==> src/rtl/program_loader_pkg.sv <==
// program_loader_pkg: shared types and constants for the program loader.
// CHECK state exists only when PROGRAM_LOADER_CHECKSUM_EN is defined.
package program_loader_pkg;

    localparam int LOADER_DATA_W = 2;
    localparam int LOADER_ADDR_W = 2;

    localparam logic [1:0] OP_NOP = 2'b00;
    localparam logic [1:0] OP_ADD = 2'b01;

    typedef enum logic [2:0] {
        S_IDLE,
        S_LOAD,
`ifdef PROGRAM_LOADER_CHECKSUM_EN
        S_CHECK,
`endif
        S_COMMIT,
        S_RUN,
        S_ERROR
    } loader_state_t;

endpackage

==> src/rtl/program_loader.sv <==
// program_loader: streams program words into CPU memory, holds the CPU in reset until loaded.
// Optional trailing checksum word: define PROGRAM_LOADER_CHECKSUM_EN.
module program_loader
    import program_loader_pkg::*;
#(
    parameter int DATA_W = LOADER_DATA_W,
    parameter int ADDR_W = LOADER_ADDR_W
) (
    input  logic              clk,
    input  logic              rst,
    input  logic              load_start,
    input  logic              in_valid,
    input  logic [DATA_W-1:0] in_data,
    output logic              in_ready,
    output logic              mem_we,
    output logic [ADDR_W-1:0] mem_addr,
    output logic [DATA_W-1:0] mem_wdata,
    output logic              cpu_run,
    output logic              busy,
    output logic              error
);

    localparam int DEPTH = 2**ADDR_W;

    loader_state_t state, state_nxt;
    logic [ADDR_W:0] cnt;
    logic            accept, wr, last, start;

`ifdef PROGRAM_LOADER_CHECKSUM_EN
    localparam loader_state_t AFTER_LOAD = S_CHECK;
    logic [DATA_W-1:0] sum;
    logic              match;
    assign in_ready = state == S_LOAD || state == S_CHECK;
    assign busy     = state == S_LOAD || state == S_CHECK || state == S_COMMIT;
    assign error    = state == S_ERROR;
`else
    localparam loader_state_t AFTER_LOAD = S_COMMIT;
    assign in_ready = state == S_LOAD;
    assign busy     = state == S_LOAD || state == S_COMMIT;
    assign error    = 1'b0;
`endif

    assign accept  = in_valid && in_ready;
    assign wr      = accept && state == S_LOAD;
    assign last    = cnt == (ADDR_W+1)'(DEPTH-1);
    assign start   = state != S_LOAD && state_nxt == S_LOAD;
    assign cpu_run = state == S_RUN;

    always_comb begin
        state_nxt = state;
        case (state)
            S_IDLE, S_RUN, S_ERROR: state_nxt = load_start ? S_LOAD : state;
            S_LOAD:                 state_nxt = wr && last ? AFTER_LOAD : state;
`ifdef PROGRAM_LOADER_CHECKSUM_EN
            S_CHECK:                state_nxt = accept ? S_COMMIT : state;
            S_COMMIT:               state_nxt = match ? S_RUN : S_ERROR;
`else
            S_COMMIT:               state_nxt = S_RUN;
`endif
            default:                state_nxt = S_IDLE;
        endcase
    end

    always_ff @(posedge clk or negedge rst) begin
        if (!rst) begin
            state     <= S_IDLE;
            cnt       <= '0;
            mem_we    <= 1'b0;
            mem_addr  <= '0;
            mem_wdata <= '0;
        end else begin
            state  <= state_nxt;
            cnt    <= start ? '0 : cnt + (ADDR_W+1)'(wr);
            mem_we <= wr;
            if (wr) begin
                mem_addr  <= cnt[ADDR_W-1:0];
                mem_wdata <= in_data;
            end
        end
    end

`ifdef PROGRAM_LOADER_CHECKSUM_EN
    // sum already holds every data word by the time the checksum word arrives
    always_ff @(posedge clk or negedge rst) begin
        if (!rst) begin
            sum   <= '0;
            match <= 1'b0;
        end else begin
            sum   <= start ? '0 : wr ? sum + in_data : sum;
            match <= state == S_CHECK && accept ? in_data == sum : match;
        end
    end
`endif

endmodule

==> config.mk <==
export PLATFORM = sky130hd
export DESIGN_NAME = program_loader
export DESIGN_NICKNAME = d
export VERILOG_FILES = /design/src/rtl/program_loader_pkg.sv /design/src/rtl/program_loader.sv
export SDC_FILE = /design/constraint.sdc
export NUM_CORES = 1
export LEC_CHECK = 0
export CAP_MARGIN = 20
export CORE_MARGIN = 5
export CORE_UTILIZATION = 35
export CTS_BUF_LIST = sky130_fd_sc_hd__clkbuf_4 sky130_fd_sc_hd__clkbuf_8 sky130_fd_sc_hd__clkbuf_16
export DETAILED_ROUTE_END_ITERATION = 10
export MAX_ROUTING_LAYER = met4
export SYNTH_ARGS = -nofsm -noshare
export SYNTH_HDL_FRONTEND = slang
export SYNTH_SLANG_ARGS = --single-unit
==> constraint.sdc <==
create_clock -name clk -period 1.34 [get_ports clk]
set_input_delay 0.134 -clock clk [delete_from_list [all_inputs] [get_ports clk]]
set_output_delay 0.134 -clock clk [all_outputs]
set_load 0.05 [all_outputs]
* Yosys cells after proc, flatten, opt, wreduce, memory -nomap -nowiden
Cells that the tools add are included.
Widths: inputs -> output; s select.
** Operators by class
- $add $sub $neg :: 1
- Muxes and demuxes :: 4
- Eq/ne operators :: 7
- Reduce and logical (&&, ||, !) cells :: 7
** Operators by type and width (number)
- $eq 3x2->1 const B :: 3
- $mux 3 :: 3
- $pmux 3 s3 :: 1
- $eq 3x1->1 const B :: 2
- $logic_and 1x1->1 :: 4
- $add 3x1->3 :: 1
- $eq 3x3->1 const B :: 1
- $logic_not 3->1 :: 1
- $ne 3x1->1 const B :: 1
- $reduce_or 3->1 :: 1
- $logic_or 1x1->1 :: 1
** Storage, ports and cells
- Register bits :: 11

* Longest topological paths before layout
- Depth in word-level cells :: 9
- Mapped depth :: 6

* Worst setup path after synthesis
No wires, ideal clock.
- Path type :: reg2reg
- From :: reg state[1]
- To :: reg cnt[2]
- Cell stages (with the launch flop) :: 7
- Required time :: 1.221 ns
- Arrival time :: 1.348 ns
- Period minus slack after synthesis :: 1.467 ns
- Path slack :: -0.127 ns
- Buffers on the path :: 1
- Setup time :: 0.119 ns
- Cell sequence :: dfrtp_1 nor4bb_1 buf_4 ha_1 ha_1 xor2_1 and2_1
** On the way
- Word-level cells in the longest chain between the ends :: 9
- Elaborated cells between the ends (all ways) :: 17
- Those cells by class :: add/sub (1); eq/ne (6); mux (4); reduce/logical (6)
** RTL lines
- from (decl) :: line program_loader.sv:25 : loader_state_t state, state_nxt;
- from (signal assigned) :: line program_loader.sv:72 : state <= state_nxt;
- $eq 3x1->1 * :: line program_loader.sv:38, program_loader.sv:44
- $logic_and 1x1->1 :: line program_loader.sv:43 : assign accept = in_valid && in_ready;
- $logic_and 1x1->1 * :: line program_loader.sv:44 : assign wr = accept && state == S_LOAD;
- via wr :: line program_loader.sv:27 : logic accept, wr, last, start;
- $logic_and 1x1->1 :: line program_loader.sv:53 : S_LOAD: state_nxt = wr && last ? AFTER_LOAD : state;
- $mux 3 :: line program_loader.sv:53
- $pmux 3 s3 :: line program_loader.sv:51 : case (state)
- $eq 3x1->1 :: line program_loader.sv:46 : assign start = state != S_LOAD && state_nxt == S_LOAD;
- $logic_and 1x1->1 :: line program_loader.sv:46
- $mux 3 * :: line program_loader.sv:73 : cnt <= start ? '0 : cnt + (ADDR_W+1)'(wr);
- to (signal assigned) :: line program_loader.sv:73
- to (decl) :: line program_loader.sv:26 : logic [ADDR_W:0] cnt;
The timed path passes the listed nets; every way through them passes the cells marked *.
A chain may end at the register's enable or synchronous reset.

* Worst setup path after layout
- From :: reg state[1]
- To :: out busy
** On the way
- Word-level cells in the longest chain between the ends :: 2
- Elaborated cells between the ends (all ways) :: 3
- Those cells by class :: eq/ne (2); reduce/logical (1)
** RTL lines
- $eq 3x1->1 / $eq 3x2->1 (equally long branches) :: line program_loader.sv:39 : assign busy = state == S_LOAD || state == S_COMMIT;
- $logic_or 1x1->1 * :: line program_loader.sv:39
- to (decl) :: line program_loader.sv:19 : output logic busy,
Every way passes the cells marked *; elsewhere a longest branch is shown, timed or not.

==> results.cfg <==
[status]
status = complete, but fails checks
violations = setup timing

[floorplanning]
dieHeight_um = 47.96
initial_core_util = 0.3780
io_pins = 15
die_w_um = 47.96
design.core.area_um2 = 1334
die_area_um2 = 2300
rows = 13

[power]
p_leak_nw = 0.4436
internal_power_mw = 1.616
p_per_area_nw_per_um2 = 3036
p_switching_mw = 1.108
peakVddDrop_mv = 1.746
p_clk_frac = 0.091
pwr-share-comb = 0.679
power.share.switching = 0.4066
power_frac_seq = 0.231

[critical_path]
slowest_stage = dfrtp_1
worst-path-max-fanout = 6
cp_data_arrival_time_ns = 1.32
cp.required_ns = 1.21
endpoint_kind = output port
crit_chain = buf_4 > buf_6 > xnor2_2 > nor2_2 > buf_12
cpPeakStageDelay_ns = 0.38
crit_type = flip-flop to output port
startpoint_type = flip-flop

[finish]
final_common_cell = dfrtp_1
final_nets = 72
utilization = 0.6726
layout_common_cells = dfrtp_1 (11), buf_12 (9), buf_4 (6)
layout-drive-gt1-share = 0.5397
multi_input_area_um2 = 275.3
fillCellCount = 102
area.sequential_um2 = 275.3
insertedDiodeCount = 0
area_growth_pct = 77.92

[timing]
setup_viol = 10
whs_ns = 0.1991
slew_violations = 0
fin_crit_sh = 1.085
period_needed_ns = 1.454
rsz0062_at_grt = yes
tightestPinTransition_ns = 0.4960
clock.fmax_ghz = 0.6879
finClkSkew_ns = 0.0007457
hold_violations = 0
fin_ws_ns = -0.1136
slew-limit-headroom = 0.6683

[logic_synthesis]
netlist_instances = 39
synth_cell_types = 17
yosys_warnings = 0
synth_area_um2 = 504.2
yosysSeqAreaShare = 0.5459
ys_seq_elements = 11
syn-num-nets = 47
avgSynthCellArea_um2 = 12.93

[grt]
grt_use_total = 0.1183
global_route.usage.met1 = 0.1076
use_met2 = 0.2058
overflow = 0
grt_pass1_vias = 402
grt_pass1_wl_mm = 1.697
use_met3 = 0.04887
antenna_found_initial = 0
top_usage_layer = met2
grt_max_degree = 12

[clock_tree]
tritoncts = done
cts_root_buffer = clkbuf_4
cts_made_buffers = 3
cts_sinks = 11
clock_path_buffers = 2
clk_latency_ns = 0.26
clkTransAtPathRegs_ns = 0.07
h-tree-depth = 1

[detailed_routing]
post_drt_via_cell_ratio = 4.718
vias = 368
route.detailed.drc = 0
first_iter_violations = 1
wire_per_inst_um = 14.24
dr.pass1.iters = 2
wirelength_mm = 1.111
final_antenna_net_count = 0

[place]
dp_hpwl_um = 825.7
gp_congestion = 0.7940
portBuffers = 13

[run]
maxCapViolCount = 0

[hold_path]
hold_class = primary input to async pin
==> cells by family after synthesis <==
group,count (synthesis),share of synthesized area
multiplexers,4,0.08932
adder cells (fa/ha/maj),2,0.04962
other,1,0.007437
flip-flops,11,0.5459
XOR/XNOR,2,0.03475
buffers and inverters,2,0.02977
AND/OR/NAND/NOR,15,0.2134
AO/OA/AOI/OAI,2,0.02977
==> worst max-delay path, delay by kind of cell, from the launching register on <==
kind | cells | cell delay (ns)
buf+inv | 3 | 0.41
xor+xnor | 1 | 0.12
flops | 1 | 0.38
simple gates | 1 | 0.13
==> power groups by stage <==
stage               clock (mW)  combinational [mW]  sequential (mW)
floorplan                    0               0.605            0.848
global placement             0                1.61            0.618
finish                   0.247                1.85            0.629
detailed placement           0                1.65            0.632
global route             0.266                1.95            0.646
CTS                      0.261                1.76            0.626
==> what timing repair did <==
action                     CTS  global route
pin swaps                    3             1
setup endpoints to repair   10            11
buffers inserted             2             2
cloned                       0             0
hold buffers                 0             0
resized for setup            7             5
==> state kept, by name, indices dropped and copies added, names as in the netlist <==
register	count
cnt	3
mem_addr	2
mem_wdata	2
mem_we	1
state	3
==> path summary, 6_finish.rpt <==
path                             from      endpoint  slack (ns)  cells past startpoint
max reg2reg                  state[1]        cnt[2]       -0.11                      6
max in group asynchronous         rst      state[0]        0.81                      1
max                          state[1]          busy       -0.11                      5
min                               rst   mem_addr[0]        0.20                      1
min in group clk           in_data[0]  mem_wdata[0]        0.50                      2
min reg2reg                  state[0]      state[2]        0.58                      2
==> cells in the mapped netlist (all sizes together) <==
| library cell | instances | area (um2) |
|---|---|---|
| and3b | 1 | 8.760 |
| nor2b | 3 | 18.77 |
| nor4bb | 1 | 10.01 |
| dfrtp | 11 | 275.3 |
| nor2 | 2 | 7.510 |
| nor4b | 1 | 8.760 |
| o21ai | 1 | 5.000 |
| buf | 2 | 15.01 |
| xnor2 | 1 | 8.760 |
| a221o | 1 | 10.01 |
| ha | 2 | 25.02 |
| and2 | 3 | 18.77 |
| mux2 | 4 | 45.04 |
| nand4b | 1 | 23.77 |
| xor2 | 1 | 8.760 |
| conb | 1 | 3.750 |
| nand2 | 3 | 11.26 |
==> metrics by stage <==
| stage | power (mW) | cells | instance area (um2) | setup TNS (ns) | worst slack (ns) |
|---|---|---|---|---|---|
| 2_1_floorplan | 1.454 | 39 | 530.5 | -0.3277 | -0.08668 |
| 3_3_place_gp | 2.230 | 70 | 794.5 | -2.331 | -0.3281 |
| 3_5_place_dp | 2.286 | 70 | 794.5 | -2.266 | -0.3119 |
| 4_1_cts | 2.652 | 76 | 864.6 | -0.6513 | -0.1077 |
| 5_1_grt | 2.863 | 78 | 897.1 | -1.308 | -0.1862 |
| 6_report | 2.724 | 78 | 897.1 | -0.7414 | -0.1136 |
==> area by class of cell <==
cell class                      instances  share of cell area
Sequential cell                        11              0.3068
Clock buffer                            4             0.03347
Timing Repair Buffer                   22              0.3319
Tap cell                               15             0.02092
Multi-Input combinational cell         26              0.3068
==> per-layer routing <==
| layer | part of all wire | wire [um] |
|---|---|---|
| met5 | 0 | 0 |
| met4 | 0.0045 | 5 |
| met3 | 0.072 | 80 |
| met2 | 0.53 | 594 |
| met1 | 0.39 | 430 |
No activity file was read; power rests on OpenSTA's default activity.
